File: src/rtl/gnrc_edge_pkg.sv
// Shared types and helpers for the gnrc_edge_event block.
// Optional input synchroniser is enabled with `define GNRC_EDGE_EVENT_SYNC_EN.
package gnrc_edge_pkg;

  typedef enum logic [1:0] {
    EDGE_NONE = 2'b00,
    EDGE_RISE = 2'b01,
    EDGE_FALL = 2'b10,
    EDGE_BOTH = 2'b11
  } edge_mode_e;

  // Filter counter width; a zero-cycle filter still needs a 1-bit counter.
  function automatic int filt_cnt_width(input int filt);
    int w;
    w = $clog2(filt + 1);
    return (w < 1) ? 1 : w;
  endfunction

endpackage

File: src/rtl/gnrc_edge_filter.sv
// One channel of gnrc_edge_event: optional synchroniser, glitch filter, level and pulse flops.
// Synchroniser present only when GNRC_EDGE_EVENT_SYNC_EN is defined.
module gnrc_edge_filter
  import gnrc_edge_pkg::*;
#(
  parameter int   FILT_CYCLES = 3,
`ifdef GNRC_EDGE_EVENT_SYNC_EN
  parameter int   SYNC_STAGES = 2,
`endif
  parameter logic RST_VAL     = 1'b0
) (
  input  logic clk_i,
  input  logic rst_ni,
  input  logic d_i,
  output logic level_o,
  output logic rise_o,
  output logic fall_o
);

  localparam int            CW      = filt_cnt_width(FILT_CYCLES);
  localparam logic [CW-1:0] CNT_MAX = CW'(FILT_CYCLES);

  logic          raw;
  logic [CW-1:0] cnt_q, cnt_d;
  logic          level_q, level_d;
  logic          rise_q, rise_d;
  logic          fall_q, fall_d;

`ifdef GNRC_EDGE_EVENT_SYNC_EN
  logic [SYNC_STAGES-1:0] sync_q, sync_d;

  always_comb begin
    sync_d = {sync_q[SYNC_STAGES-2:0], d_i};
  end

  always_ff @(posedge clk_i or negedge rst_ni) begin
    if (!rst_ni) begin
      sync_q <= {SYNC_STAGES{RST_VAL}};
    end else begin
      sync_q <= sync_d;
    end
  end

  assign raw = sync_q[SYNC_STAGES-1];
`else
  assign raw = d_i;
`endif

  // A level change is accepted once raw has disagreed on FILT_CYCLES+1 consecutive edges.
  always_comb begin
    cnt_d   = cnt_q;
    level_d = level_q;
    rise_d  = 1'b0;
    fall_d  = 1'b0;
    if (raw == level_q) begin
      cnt_d = '0;
    end else if (cnt_q == CNT_MAX) begin
      cnt_d   = '0;
      level_d = raw;
      rise_d  = raw;
      fall_d  = ~raw;
    end else begin
      cnt_d = cnt_q + CW'(1);
    end
  end

  always_ff @(posedge clk_i or negedge rst_ni) begin
    if (!rst_ni) begin
      cnt_q   <= '0;
      level_q <= RST_VAL;
      rise_q  <= 1'b0;
      fall_q  <= 1'b0;
    end else begin
      cnt_q   <= cnt_d;
      level_q <= level_d;
      rise_q  <= rise_d;
      fall_q  <= fall_d;
    end
  end

  assign level_o = level_q;
  assign rise_o  = rise_q;
  assign fall_o  = fall_q;

endmodule

File: src/rtl/gnrc_edge_event.sv
// Multi-channel edge-event unit: per-channel filtered edges, sticky pending flags, OR-ed irq.
// Define GNRC_EDGE_EVENT_SYNC_EN to add a SYNC_STAGES-deep synchroniser on every d_i bit.
module gnrc_edge_event
  import gnrc_edge_pkg::*;
#(
  parameter int                NUM_CH      = 8,
  parameter int                FILT_CYCLES = 3,
  parameter int                SYNC_STAGES = 2,
  parameter logic [NUM_CH-1:0] RST_VAL     = '0
) (
  input  logic                   clk_i,
  input  logic                   rst_ni,
  input  logic [NUM_CH-1:0]      d_i,
  input  logic [NUM_CH-1:0][1:0] mode_i,
  input  logic [NUM_CH-1:0]      clr_i,
  output logic [NUM_CH-1:0]      level_o,
  output logic [NUM_CH-1:0]      rise_o,
  output logic [NUM_CH-1:0]      fall_o,
  output logic [NUM_CH-1:0]      pend_o,
  output logic                   irq_o
);

  if (NUM_CH < 1 || FILT_CYCLES < 0 || SYNC_STAGES < 2) begin : g_bad_params
    $error("gnrc_edge_event: illegal parameter value");
  end

  logic [NUM_CH-1:0] set;
  logic [NUM_CH-1:0] pend_q, pend_d;

  for (genvar c = 0; c < NUM_CH; c++) begin : g_ch
    gnrc_edge_filter #(
      .FILT_CYCLES (FILT_CYCLES),
`ifdef GNRC_EDGE_EVENT_SYNC_EN
      .SYNC_STAGES (SYNC_STAGES),
`endif
      .RST_VAL     (RST_VAL[c])
    ) u_filt (
      .clk_i   (clk_i),
      .rst_ni  (rst_ni),
      .d_i     (d_i[c]),
      .level_o (level_o[c]),
      .rise_o  (rise_o[c]),
      .fall_o  (fall_o[c])
    );
  end

  // A new event takes priority over a clear arriving on the same edge.
  always_comb begin
    set    = '0;
    pend_d = '0;
    for (int c = 0; c < NUM_CH; c++) begin
      set[c] = (rise_o[c] && (mode_i[c] == EDGE_RISE || mode_i[c] == EDGE_BOTH)) ||
               (fall_o[c] && (mode_i[c] == EDGE_FALL || mode_i[c] == EDGE_BOTH));
    end
    pend_d = set | (pend_q & ~clr_i);
  end

  always_ff @(posedge clk_i or negedge rst_ni) begin
    if (!rst_ni) begin
      pend_q <= '0;
    end else begin
      pend_q <= pend_d;
    end
  end

  assign pend_o = pend_q;
  assign irq_o  = |pend_q;

endmodule

File: config.mk
export PLATFORM = sky130hd
export DESIGN_NAME = gnrc_edge_event
export DESIGN_NICKNAME = d
export VERILOG_FILES = /design/src/rtl/gnrc_edge_pkg.sv /design/src/rtl/gnrc_edge_filter.sv /design/src/rtl/gnrc_edge_event.sv
export SDC_FILE = /design/constraint.sdc
export NUM_CORES = 1
export LEC_CHECK = 0
export ABC_AREA = 1
export CORE_ASPECT_RATIO = 1.1
export CORE_MARGIN = 5
export CORE_UTILIZATION = 55
export DETAILED_ROUTE_END_ITERATION = 12
export DONT_BUFFER_PORTS = 1
export PLACE_DENSITY = 0.66
export SETUP_SLACK_MARGIN = 0.4
export SLEW_MARGIN = 0
export SYNTH_ARGS = -nofsm -noshare
export SYNTH_HDL_FRONTEND = slang
export SYNTH_SLANG_ARGS = --single-unit
File: constraint.sdc
create_clock -name clk_i -period 3.1 [get_ports clk_i]
set_clock_uncertainty 0.05 [all_clocks]
set_input_delay 0.31 -clock clk_i [delete_from_list [all_inputs] [get_ports clk_i]]
set_output_delay 0.31 -clock clk_i [all_outputs]
set_load 0.02 [all_outputs]
==> results.sh, run 1 <==
export IMPL_finalSetupViolCount=0
export IMPL_ant_nets=0
export IMPL_path_max_fanout=3
export IMPL_placed_cells=273
export IMPL_syn_to_final_growth_pct=0.5823
export IMPL_grt_pass1_wl_mm=5.727
export IMPL_cpMostUsedCell="nand2_1"
export IMPL_worst_pin_slew_ns=0.2721
export IMPL_cts_root_buffer_cell="clkbuf_8"
export IMPL_cts_tree="done"
export IMPL_rows=23
export IMPL_period_share=0.4903
export IMPL_multi_input_area_um2=609.3
export IMPL_die_width_um=69.59
export IMPL_dp_final_hpwl_mm=2.647
export IMPL_drv_slew=0
export IMPL_pre_cts_ws_ns=1.888
export IMPL_p_total_uw=1824
export IMPL_grt_max_degree=49
export IMPL_dr_pass1_iters=4
export IMPL_first_iter_violations=73
export IMPL_numCtsBuffers=5
export IMPL_syn_cell_area_um2=2148
export IMPL_cpMaxStageDelayCell="dfrtp_1"
export IMPL_antenna_cells=0
export IMPL_period_minus_slack_ns=1.520
export IMPL_fin_cells=283
export IMPL_clk_pin_slew_ns=0.08
export IMPL_arrival_ns=1.16
export IMPL_syn_inst=247
export IMPL_r2r_start="g_ch[2].u_filt.cnt_q[0]$_DFF_PN0_"
export IMPL_slew_headroom=0.8186
export IMPL_htreeDepth=2
export IMPL_leakage_uw=0.001205
export IMPL_power_density_nw_per_um2=844.3
export IMPL_final_seq_area_um2=1201
export IMPL_critPathLaunchType="flip-flop"
export IMPL_synth_compound_area_frac=0.02330
export IMPL_cp_required_ns=2.74
export IMPL_ios=67
export IMPL_hold_depth=2
export IMPL_hold_end="g_ch[3].u_filt.level_o$_DFFE_PN0P_"
export IMPL_ir_worst_vdd_v=0.0003649
export IMPL_placed_area_um2=2031
export IMPL_outcome="completed"
export IMPL_synth_adder_area_share=0.04659
export IMPL_grt_overflow=0
export IMPL_initial_core_util=0.5787
export IMPL_cts_resized=0
export IMPL_synthMuxAreaShare=0
export IMPL_endpoint_kind="output port"
export IMPL_yosys_area_share_simple=0.2137
export IMPL_post_drt_wl_per_cell_um=12.13
export IMPL_drv_cap=0
export IMPL_yosys_area_share_xor_xnor=0
export IMPL_track_usage=0.1418
export IMPL_ys_types=11
export IMPL_grt_pass1_vias=1277
export IMPL_r2r_cells=3
export IMPL_finalWirelength_mm=3.434
export IMPL_clock_fmax_mhz=657.9
export IMPL_finalHoldViolCount=0
export IMPL_num_nets_final=274
export IMPL_vias_per_cell=4.618
export IMPL_seq_area_frac_synth=0.5591
export IMPL_synth_fp_nets=289
export IMPL_dieArea_um2=5258
export IMPL_worstReg2RegEnd="g_ch[2].u_filt.cnt_q[0]$_DFF_PN0_"
export IMPL_clock_sinks=48
export IMPL_rsz0062_at_grt="false"
export IMPL_path_class="flip-flop to output port"
export IMPL_ys_warnings_count=0
export IMPL_vias=1307
export IMPL_nFillCells=344
export IMPL_cts_buffer_depth=2
export IMPL_port_buffers=0
export IMPL_setup_ws_ns=1.580
export IMPL_crit_path_max_incr_delay_ns=0.48
export IMPL_synth_top_family_by_area="simple AND/OR/NAND/NOR gates"
export IMPL_path_cells="inv_1 -> nand2_1 -> nor2_1 -> nand2_1"
export IMPL_insertion_delay_ns=0.29
export IMPL_ys_seq_elements=48
export IMPL_hold_class="input pin to flip-flop"
export IMPL_fp_coreArea_um2=3712
export IMPL_drive_gt1_frac=0.03863
export IMPL_antenna_found_initial=0
export IMPL_drc=0
export IMPL_final_area_um2=2161
export IMPL_fin_tns_setup_ns=0
export IMPL_r2r_slack_ns=2.03
export IMPL_die_y_um=75.55
export IMPL_hp_start="d_i[3]"
export IMPL_globalplace_congestion=0.7826
export IMPL_syn_avg_cell_area_um2=8.698
cell families after synthesis:
kind of cell,count (synthesis)
AOI/OAI and AO/OA,10
adders and majority gates,8
DFF,48
and+or+nand+nor,115
buffers and inverters,66
power breakdown:
part | switching (uW) | internal, uW | total [uW]
Sequential | 220 | 801 | 1020
Clock | 190 | 178 | 368
Combinational | 263 | 172 | 435
Total | 674 | 1150 | 1820
sequential cells by signal, summed over array words and instances, names as in the netlist:
name                 count
g_ch.u_filt.cnt_q       16
g_ch.u_filt.fall_o       8
g_ch.u_filt.level_o      8
g_ch.u_filt.rise_o       8
pend_o                   8
cells in the mapped netlist:
master   instances  share of area
nand3_1          8          0.019
or2_1            5          0.015
o21ai_0          8          0.019
dfrtp_1         48           0.56
or2_0            2         0.0058
nor2_1          32          0.056
ha_1             8          0.047
nand2_1         68           0.12
buf_4           24          0.084
inv_1           42          0.073
a21oi_1          2         0.0047
critical path: cells and delay by family, from the launching register on:
kind	cells	cell delay, ns
flops	1	0.48
simple gates	3	0.31
buf+inv	1	0.09
cells in the final DEF, fill, tap and decap left out:
cell,count
a21oi_1,2
buf_16,1
clkbuf_8,6
clkinv_2,2
dfrtp_1,48
dlygate4sd3_1,1
ha_1,8
inv_1,42
nand2_1,68
nand3_1,8
nor2_1,32
o21ai_0,8
or2_0,2
or2_1,5
what timing repair did:
action | 4_1_cts | 5_1_grt
endpoints found under the setup margin | 0 | 0
hold buffers | 2 | 0
hold endpoints to repair | 48 | 0
buffers inserted | 0 | 0
worst max path at each step:
stage	cells past startpoint	end	slack (ns)	startpoint
6_report	4	irq_o	1.58	pend_o[5]$_DFF_PN0_
5_1_grt	4	irq_o	1.50	pend_o[5]$_DFF_PN0_
4_1_cts	4	irq_o	1.56	pend_o[0]$_DFF_PN0_
3_5_place_dp	4	irq_o	1.89	pend_o[5]$_DFF_PN0_
3_3_place_gp	4	irq_o	1.90	pend_o[0]$_DFF_PN0_
2_1_floorplan	4	irq_o	1.95	pend_o[5]$_DFF_PN0_
layout make-up:
type / count / area share
sequential: 48 / 0.5559
multi-input combinational: 133 / 0.2820
inverter: 42 / 0.07296
clock buffer: 6 / 0.03822
tap: 50 / 0.02895
timing repair buffer: 2 / 0.01737
clock inverter: 2 / 0.004632
per-layer routing:
layer	vias to the layer above	track usage	routed length (um)
li1	677	-	-
met1	585	0.1589	1466
met2	43	0.2426	1624
met3	2	0.06860	320
met4	0	0.04555	22
met5	-	0	0
metrics by stage:
step | util | hold WS, ns
2_1_floorplan | - | -0.03559
3_3_place_gp | 0.5470 | -0.03443
3_5_place_dp | 0.5470 | -0.03411
4_1_cts | 0.5821 | 0.08253
5_1_grt | 0.5821 | 0.08262
6_report | 0.5821 | 0.08936
Note: power is estimated with default switching activity, not from simulation.
==> inputs of run 2 (changes only) <==
--- a/config.mk
+++ b/config.mk
@@ -11,7 +11,7 @@
 export CORE_UTILIZATION = 55
 export DETAILED_ROUTE_END_ITERATION = 12
 export DONT_BUFFER_PORTS = 1
-export PLACE_DENSITY = 0.66
+export PLACE_DENSITY = 0.69
 export SETUP_SLACK_MARGIN = 0.4
 export SLEW_MARGIN = 0
 export SYNTH_ARGS = -nofsm -noshare
==> constraint.sdc (replaced) <==
create_clock -name clk_i -period 1.3 [get_ports clk_i]
set_clock_uncertainty 0.05 [all_clocks]
set_input_delay 0.13 -clock clk_i [delete_from_list [all_inputs] [get_ports clk_i]]
set_output_delay 0.13 -clock clk_i [all_outputs]
set_load 0.02 [all_outputs]
==> run 2 against run 1 <==
  * The flow now finishes with violations (hold timing)
  * Combinational power rose to 4.2 times the previous value
  * Largest power group unchanged
  * Clock-buffer cell count increased by 2
  * Cell count is 12% higher
  * Critical path type unchanged
  * Core utilization up 17 points
  * Setup slack worse by 1.6 ns
  * Cell area is 30% higher
  * First-iteration DRC count shrank 14%
  * Die area is the same
  * Clock power increased by 130%
  * Flip-flop and latch count stayed put
==> results.sh, run 2 (synthesis gave the netlist of run 1 again) <==
export IMPL_outcome="finished with violations"
export IMPL_violations="hold timing"
export IMPL_ant_nets=0
export IMPL_die_y_um=75.55
export IMPL_fin_tns_setup_ns=0
export IMPL_cts_hold_buf=32
export IMPL_final_area_um2=2801
export IMPL_clock_fmax_mhz=775.0
export IMPL_worst_pin_slew_ns=0.2191
export IMPL_cts_tree="done"
export IMPL_whs_ns=-0.5228
export IMPL_path_max_fanout=3
export IMPL_clk_pin_slew_ns=0.08
export IMPL_routed_wl_met3_um=294
export IMPL_p_total_uw=5274
export IMPL_largest_register_ffs=16
export IMPL_numCtsBuffers=5
export IMPL_grt_pass1_wl_mm=6.851
export IMPL_vias=1512
export IMPL_placed_area_um2=2062
export IMPL_grt_pass1_vias=1535
export IMPL_wirelength_met1_mm=1.717
export IMPL_critPathLaunchType="flip-flop"
export IMPL_dr_pass1_iters=6
export IMPL_vias_per_cell=4.785
export IMPL_cts_buffer_depth=2
export IMPL_cp_required_ns=1.12
export IMPL_ios=67
export IMPL_ir_worst_vdd_v=0.001033
export IMPL_rows=23
export IMPL_hold_class="input pin to async pin"
export IMPL_rsz0062_at_grt="true"
export IMPL_antenna_found_initial=0
export IMPL_fp_coreArea_um2=3712
export IMPL_leakage_uw=0.001343
export IMPL_syn_to_final_growth_pct=30.40
export IMPL_port_buffers=0
export IMPL_regMostFlops="g_ch.u_filt.cnt_q"
export IMPL_cts_root_buffer_cell="clkbuf_8"
export IMPL_htreeDepth=2
export IMPL_arrival_ns=1.11
export IMPL_drive_gt1_frac=0.4398
export IMPL_dieArea_um2=5258
export IMPL_wl_met2_mm=2.369
export IMPL_finalHoldViolCount=48
export IMPL_first_iter_violations=63
export IMPL_endpoint_kind="output port"
export IMPL_clock_sinks=48
export IMPL_insertion_delay_ns=0.28
export IMPL_path_class="flip-flop to output port"
export IMPL_period_share=0.9926
export IMPL_drv_cap=0
export IMPL_globalplace_congestion=0.7758
export IMPL_num_nets_final=307
export IMPL_layout_commonest_cell="nand2_1"
export IMPL_grt_max_degree=49
export IMPL_highest_layer="met4"
export IMPL_antenna_cells=0
export IMPL_track_usage=0.1697
export IMPL_finalWirelength_mm=4.466
export IMPL_dp_final_hpwl_mm=2.647
export IMPL_placed_cells=273
export IMPL_slew_headroom=0.8539
export IMPL_drc=0
export IMPL_power_density_nw_per_um2=1883
export IMPL_period_minus_slack_ns=1.290
export IMPL_post_drt_wl_per_cell_um=14.13
export IMPL_grt_overflow=0
export IMPL_initial_core_util=0.5787
export IMPL_finalSetupViolCount=0
export IMPL_drv_slew=0
export IMPL_layout_common_cells="nand2_1 (38), dfrtp_2 (32), dlygate4sd3_1 (28), inv_1 (24), nand2_2 (20)"
export IMPL_die_width_um=69.59
export IMPL_fin_cells=316
## run 2: critical path, cell delays in order (launching register included)
cell	delay (ns)
dfrtp_2	0.47
inv_2	0.08
nand2_2	0.05
nor2_2	0.11
nand2_2	0.11
## run 2: cell type report
| class | count | area, um2 |
|---|---|---|
| clock buffer | 8 | 80.08 |
| timing repair buffer | 35 | 352.8 |
| fill | 245 | 910.9 |
| inverter | 42 | 160.2 |
| tap | 50 | 62.56 |
| sequential | 48 | 1241 |
| multi-input combinational | 133 | 904.6 |
## run 2: what timing repair did
action / CTS / global route
buffers inserted: 1 / 2
pin swaps: 12 / 17
hold endpoints to repair: 92 / 48
resized for setup: 63 / 63
setup endpoints to repair: 67 / 71
gates cloned: 0 / 0
## run 2: path summary, 6_finish.rpt
| path | from | to | slack (ns) | cells past startpoint |
|---|---|---|---|---|
| max | pend_o[5]$_DFF_PN0_ | irq_o | 0.01 | 4 |
| min | rst_ni | pend_o[1]$_DFF_PN0_ | -0.52 | 0 |
| max reg2reg | g_ch[2].u_filt.cnt_q[0]$_DFF_PN0_ | g_ch[2].u_filt.cnt_q[0]$_DFF_PN0_ | 0.29 | 3 |
| min reg2reg | g_ch[0].u_filt.cnt_q[0]$_DFF_PN0_ | g_ch[0].u_filt.cnt_q[0]$_DFF_PN0_ | 0.51 | 2 |
| max in group asynchronous | rst_ni | g_ch[4].u_filt.fall_o$_DFF_PN0_ | 1.62 | 0 |
| min in group clk_i | d_i[0] | g_ch[0].u_filt.level_o$_DFFE_PN0P_ | 0.19 | 3 |
## run 2: layer usage
layer / track usage / vias up
met5: 0 / -
met4: 0.06725 / 0
met3: 0.07652 / 8
met2: 0.3019 / 39
met1: 0.1794 / 723
li1: - / 742
## run 2: power breakdown
group	switching, uW	leakage (uW)	internal [uW]
Clock	449	0.0000395	383
Sequential	666	0.000586	1960
Combinational	961	0.000718	859
Total	2080	0.00134	3200
## run 2: metrics by stage
step	worst slack [ns]	util	hold WS, ns
finish	0.009610	0.7546	-0.5228
global route	-0.06062	0.7546	-0.5584
CTS	-0.01024	0.7068	-0.5357
detailed placement	0.2817	0.5554	-0.2140
global placement	0.2805	0.5554	-0.2144
floorplan	0.3598	-	-0.2156
==> inputs of run 3 (changes only) <==
--- a/config.mk
+++ b/config.mk
@@ -6,7 +6,7 @@
 export NUM_CORES = 1
 export LEC_CHECK = 0
 export ABC_AREA = 1
-export CORE_ASPECT_RATIO = 1.1
+export CAP_MARGIN = 15
 export CORE_MARGIN = 5
 export CORE_UTILIZATION = 55
 export DETAILED_ROUTE_END_ITERATION = 12
==> constraint.sdc (replaced) <==
create_clock -name clk_i -period 1.1 [get_ports clk_i]
set_clock_uncertainty 0.05 [all_clocks]
set_input_delay 0.11 -clock clk_i [delete_from_list [all_inputs] [get_ports clk_i]]
set_output_delay 0.11 -clock clk_i [all_outputs]
set_load 0.02 [all_outputs]
==> run 3 against run 2 <==
  * The run ends with hold timing, setup timing left
  * Cell area grew 18%
  * Non-clock buffer count grew 26
  * Clock power grew 37%
  * First-iteration DRC count grew 19%
  * Wire length grew 26%
  * Critical path depth is the same
  * Flip-flop and latch count is the same
  * Global-route usage grew 3.0 points
  * Combinational power grew 110%
  * Sequential share of layout area shrank 7.1 points
  * Sequential power grew 7%
  * Largest cell class unchanged
==> results.sh, run 3 (synthesis gave the netlist of run 1 again) <==
export IMPL_grt_overflow=0
export IMPL_syn_to_final_growth_pct=54.05
export IMPL_rsz0062_at_grt="true"
export IMPL_cpMaxStageDelayCell="dfrtp_2"
export IMPL_r2r_start="g_ch[0].u_filt.cnt_q[0]$_DFF_PN0_"
export IMPL_ios=67
export IMPL_die_y_um=72.50
export IMPL_period_share=1.191
export IMPL_drv_cap=0
export IMPL_final_area_um2=3309
export IMPL_clk_pin_slew_ns=0.09
export IMPL_port_buffers=0
export IMPL_critPathBufInv=1
export IMPL_finalSetupViolCount=2
export IMPL_antenna_found_initial=0
export IMPL_dieArea_um2=5256
export IMPL_clock_sinks=48
export IMPL_hold_class="input pin to async pin"
export IMPL_setup_ws_ns=-0.2100
export IMPL_num_nets_final=333
export IMPL_worstReg2RegEnd="g_ch[0].u_filt.cnt_q[0]$_DFF_PN0_"
export IMPL_finalWirelength_mm=5.649
export IMPL_antenna_cells=0
export IMPL_drive_gt1_frac=0.5616
export IMPL_r2r_cells=3
export IMPL_placed_cells=286
export IMPL_worst_path_dominant_cell_family="flip-flops"
export IMPL_fp_coreArea_um2=3716
export IMPL_fin_cells=340
export IMPL_cts_buffer_depth=2
export IMPL_path_cells="inv_2 -> nand2_2 -> nor2_2 -> nand2_4"
export IMPL_globalplace_congestion=0.7112
export IMPL_arrival_ns=1.15
export IMPL_layout_common_cells="buf_6 (28), dlygate4sd3_1 (27), inv_1 (25), nand2_1 (25)"
export IMPL_clock_fmax_mhz=763.3
export IMPL_critPathLaunchType="flip-flop"
export IMPL_path_max_fanout=3
export IMPL_drv_slew=0
export IMPL_ir_worst_vdd_v=0.001745
export IMPL_layout_commonest_cell="buf_6"
export IMPL_dr_pass1_iters=4
export IMPL_grt_max_degree=49
export IMPL_first_iter_violations=75
export IMPL_crit_path_max_incr_delay_ns=0.48
export IMPL_endpoint_kind="output port"
export IMPL_insertion_delay_ns=0.30
export IMPL_slew_headroom=0.8461
export IMPL_grt_pass1_wl_mm=7.803
export IMPL_largest_register_ffs=16
export IMPL_cts_tree="done"
export IMPL_regMostFlops="g_ch.u_filt.cnt_q"
export IMPL_initial_core_util=0.5781
export IMPL_outcome="finished with violations"
export IMPL_vias=1665
export IMPL_dp_final_hpwl_mm=2.716
export IMPL_post_drt_wl_per_cell_um=16.61
export IMPL_htreeDepth=2
export IMPL_p_total_uw=7792
export IMPL_grt_pass1_vias=1728
export IMPL_leakage_uw=0.001678
export IMPL_power_density_nw_per_um2=2355
export IMPL_r2r_slack_ns=0.02
export IMPL_drc=0
export IMPL_path_class="flip-flop to output port"
export IMPL_numCtsBuffers=5
export IMPL_track_usage=0.1997
export IMPL_finalHoldViolCount=51
export IMPL_period_minus_slack_ns=1.310
export IMPL_die_width_um=72.50
export IMPL_cts_root_buffer_cell="clkbuf_8"
export IMPL_rows=22
export IMPL_vias_per_cell=4.897
export IMPL_worst_pin_slew_ns=0.2308
export IMPL_ant_nets=0
export IMPL_placed_area_um2=2216
export IMPL_whs_ns=-0.5592
export IMPL_cts_hold_buf=31
export IMPL_cp_required_ns=0.94
export IMPL_fin_tns_setup_ns=-0.2373
export IMPL_violations="hold timing, setup timing"
-- run 3: cell types whose count changed in the layout (fill, tap and decap cells not counted), moves of 4 or more --
cell,previous run,this run
nand2_1,38,25
nand3_1,8,1
inv_4,1,7
nor2_1,17,13
nor2_4,2,6
dfrtp_2,32,24
dfrtp_1,16,24
nand2_4,10,23
nand3_2,0,7
inv_2,17,10
buf_6,0,28
-- run 3: layout make-up --
cell class,instances,area [um2]
timing repair buffer,61,650.6
inverter,42,175.2
clock buffer,8,100.1
multi-input combinational,133,1092
tap,48,60.06
sequential,48,1231
fill,148,406.6
-- run 3: worst max path at each step --
stage	start	end	slack (ns)	cells after the start
floorplan	pend_o[5]$_DFF_PN0_	irq_o	0.18	4
global placement	g_ch[0].u_filt.cnt_q[0]$_DFF_PN0_	g_ch[0].u_filt.cnt_q[0]$_DFF_PN0_	0.15	3
detailed placement	g_ch[7].u_filt.cnt_q[1]$_DFF_PN0_	g_ch[7].u_filt.cnt_q[0]$_DFF_PN0_	0.13	3
CTS	pend_o[4]$_DFF_PN0_	irq_o	-0.17	4
global route	pend_o[4]$_DFF_PN0_	irq_o	-0.28	4
finish	pend_o[4]$_DFF_PN0_	irq_o	-0.21	4
-- run 3: worst register-to-register path, delay by kind of cell (launching register included) --
| kind | cells | cell delay [ns] |
|---|---|---|
| fa+ha+maj | 1 | 0.19 |
| simple gates | 2 | 0.34 |
| flops | 1 | 0.42 |
-- run 3: timing repair --
| item | CTS | global route |
|---|---|---|
| endpoints found under the setup margin | 81 | 81 |
| pin swaps | 33 | 19 |
| resized for setup | 104 | 75 |
| buffers inserted | 12 | 3 |
| endpoints found under the hold margin | 96 | 52 |
-- run 3: per-stage QoR --
step | worst slack (ns) | util
after floorplan | 0.1798 | -
after global placement | 0.1481 | 0.5963
after detailed placement | 0.1270 | 0.5963
after CTS | -0.1684 | 0.8148
after global routing | -0.2757 | 0.8906
final | -0.2100 | 0.8906
-- run 3: layer usage --
metal,track usage,share of wire,vias to the layer above
met1,0.2015,0.34,801
met2,0.3923,0.57,47
met4,0.06148,0.031,0
met3,0.05402,0.053,14
met5,0,0,-
li1,-,-,803
-- run 3: power breakdown --
group | switching, uW | total (uW) | internal (uW)
registers | 524 | 2810 | 2280
clock network | 564 | 1140 | 574
logic | 1960 | 3850 | 1880
total | 3050 | 7790 | 4740
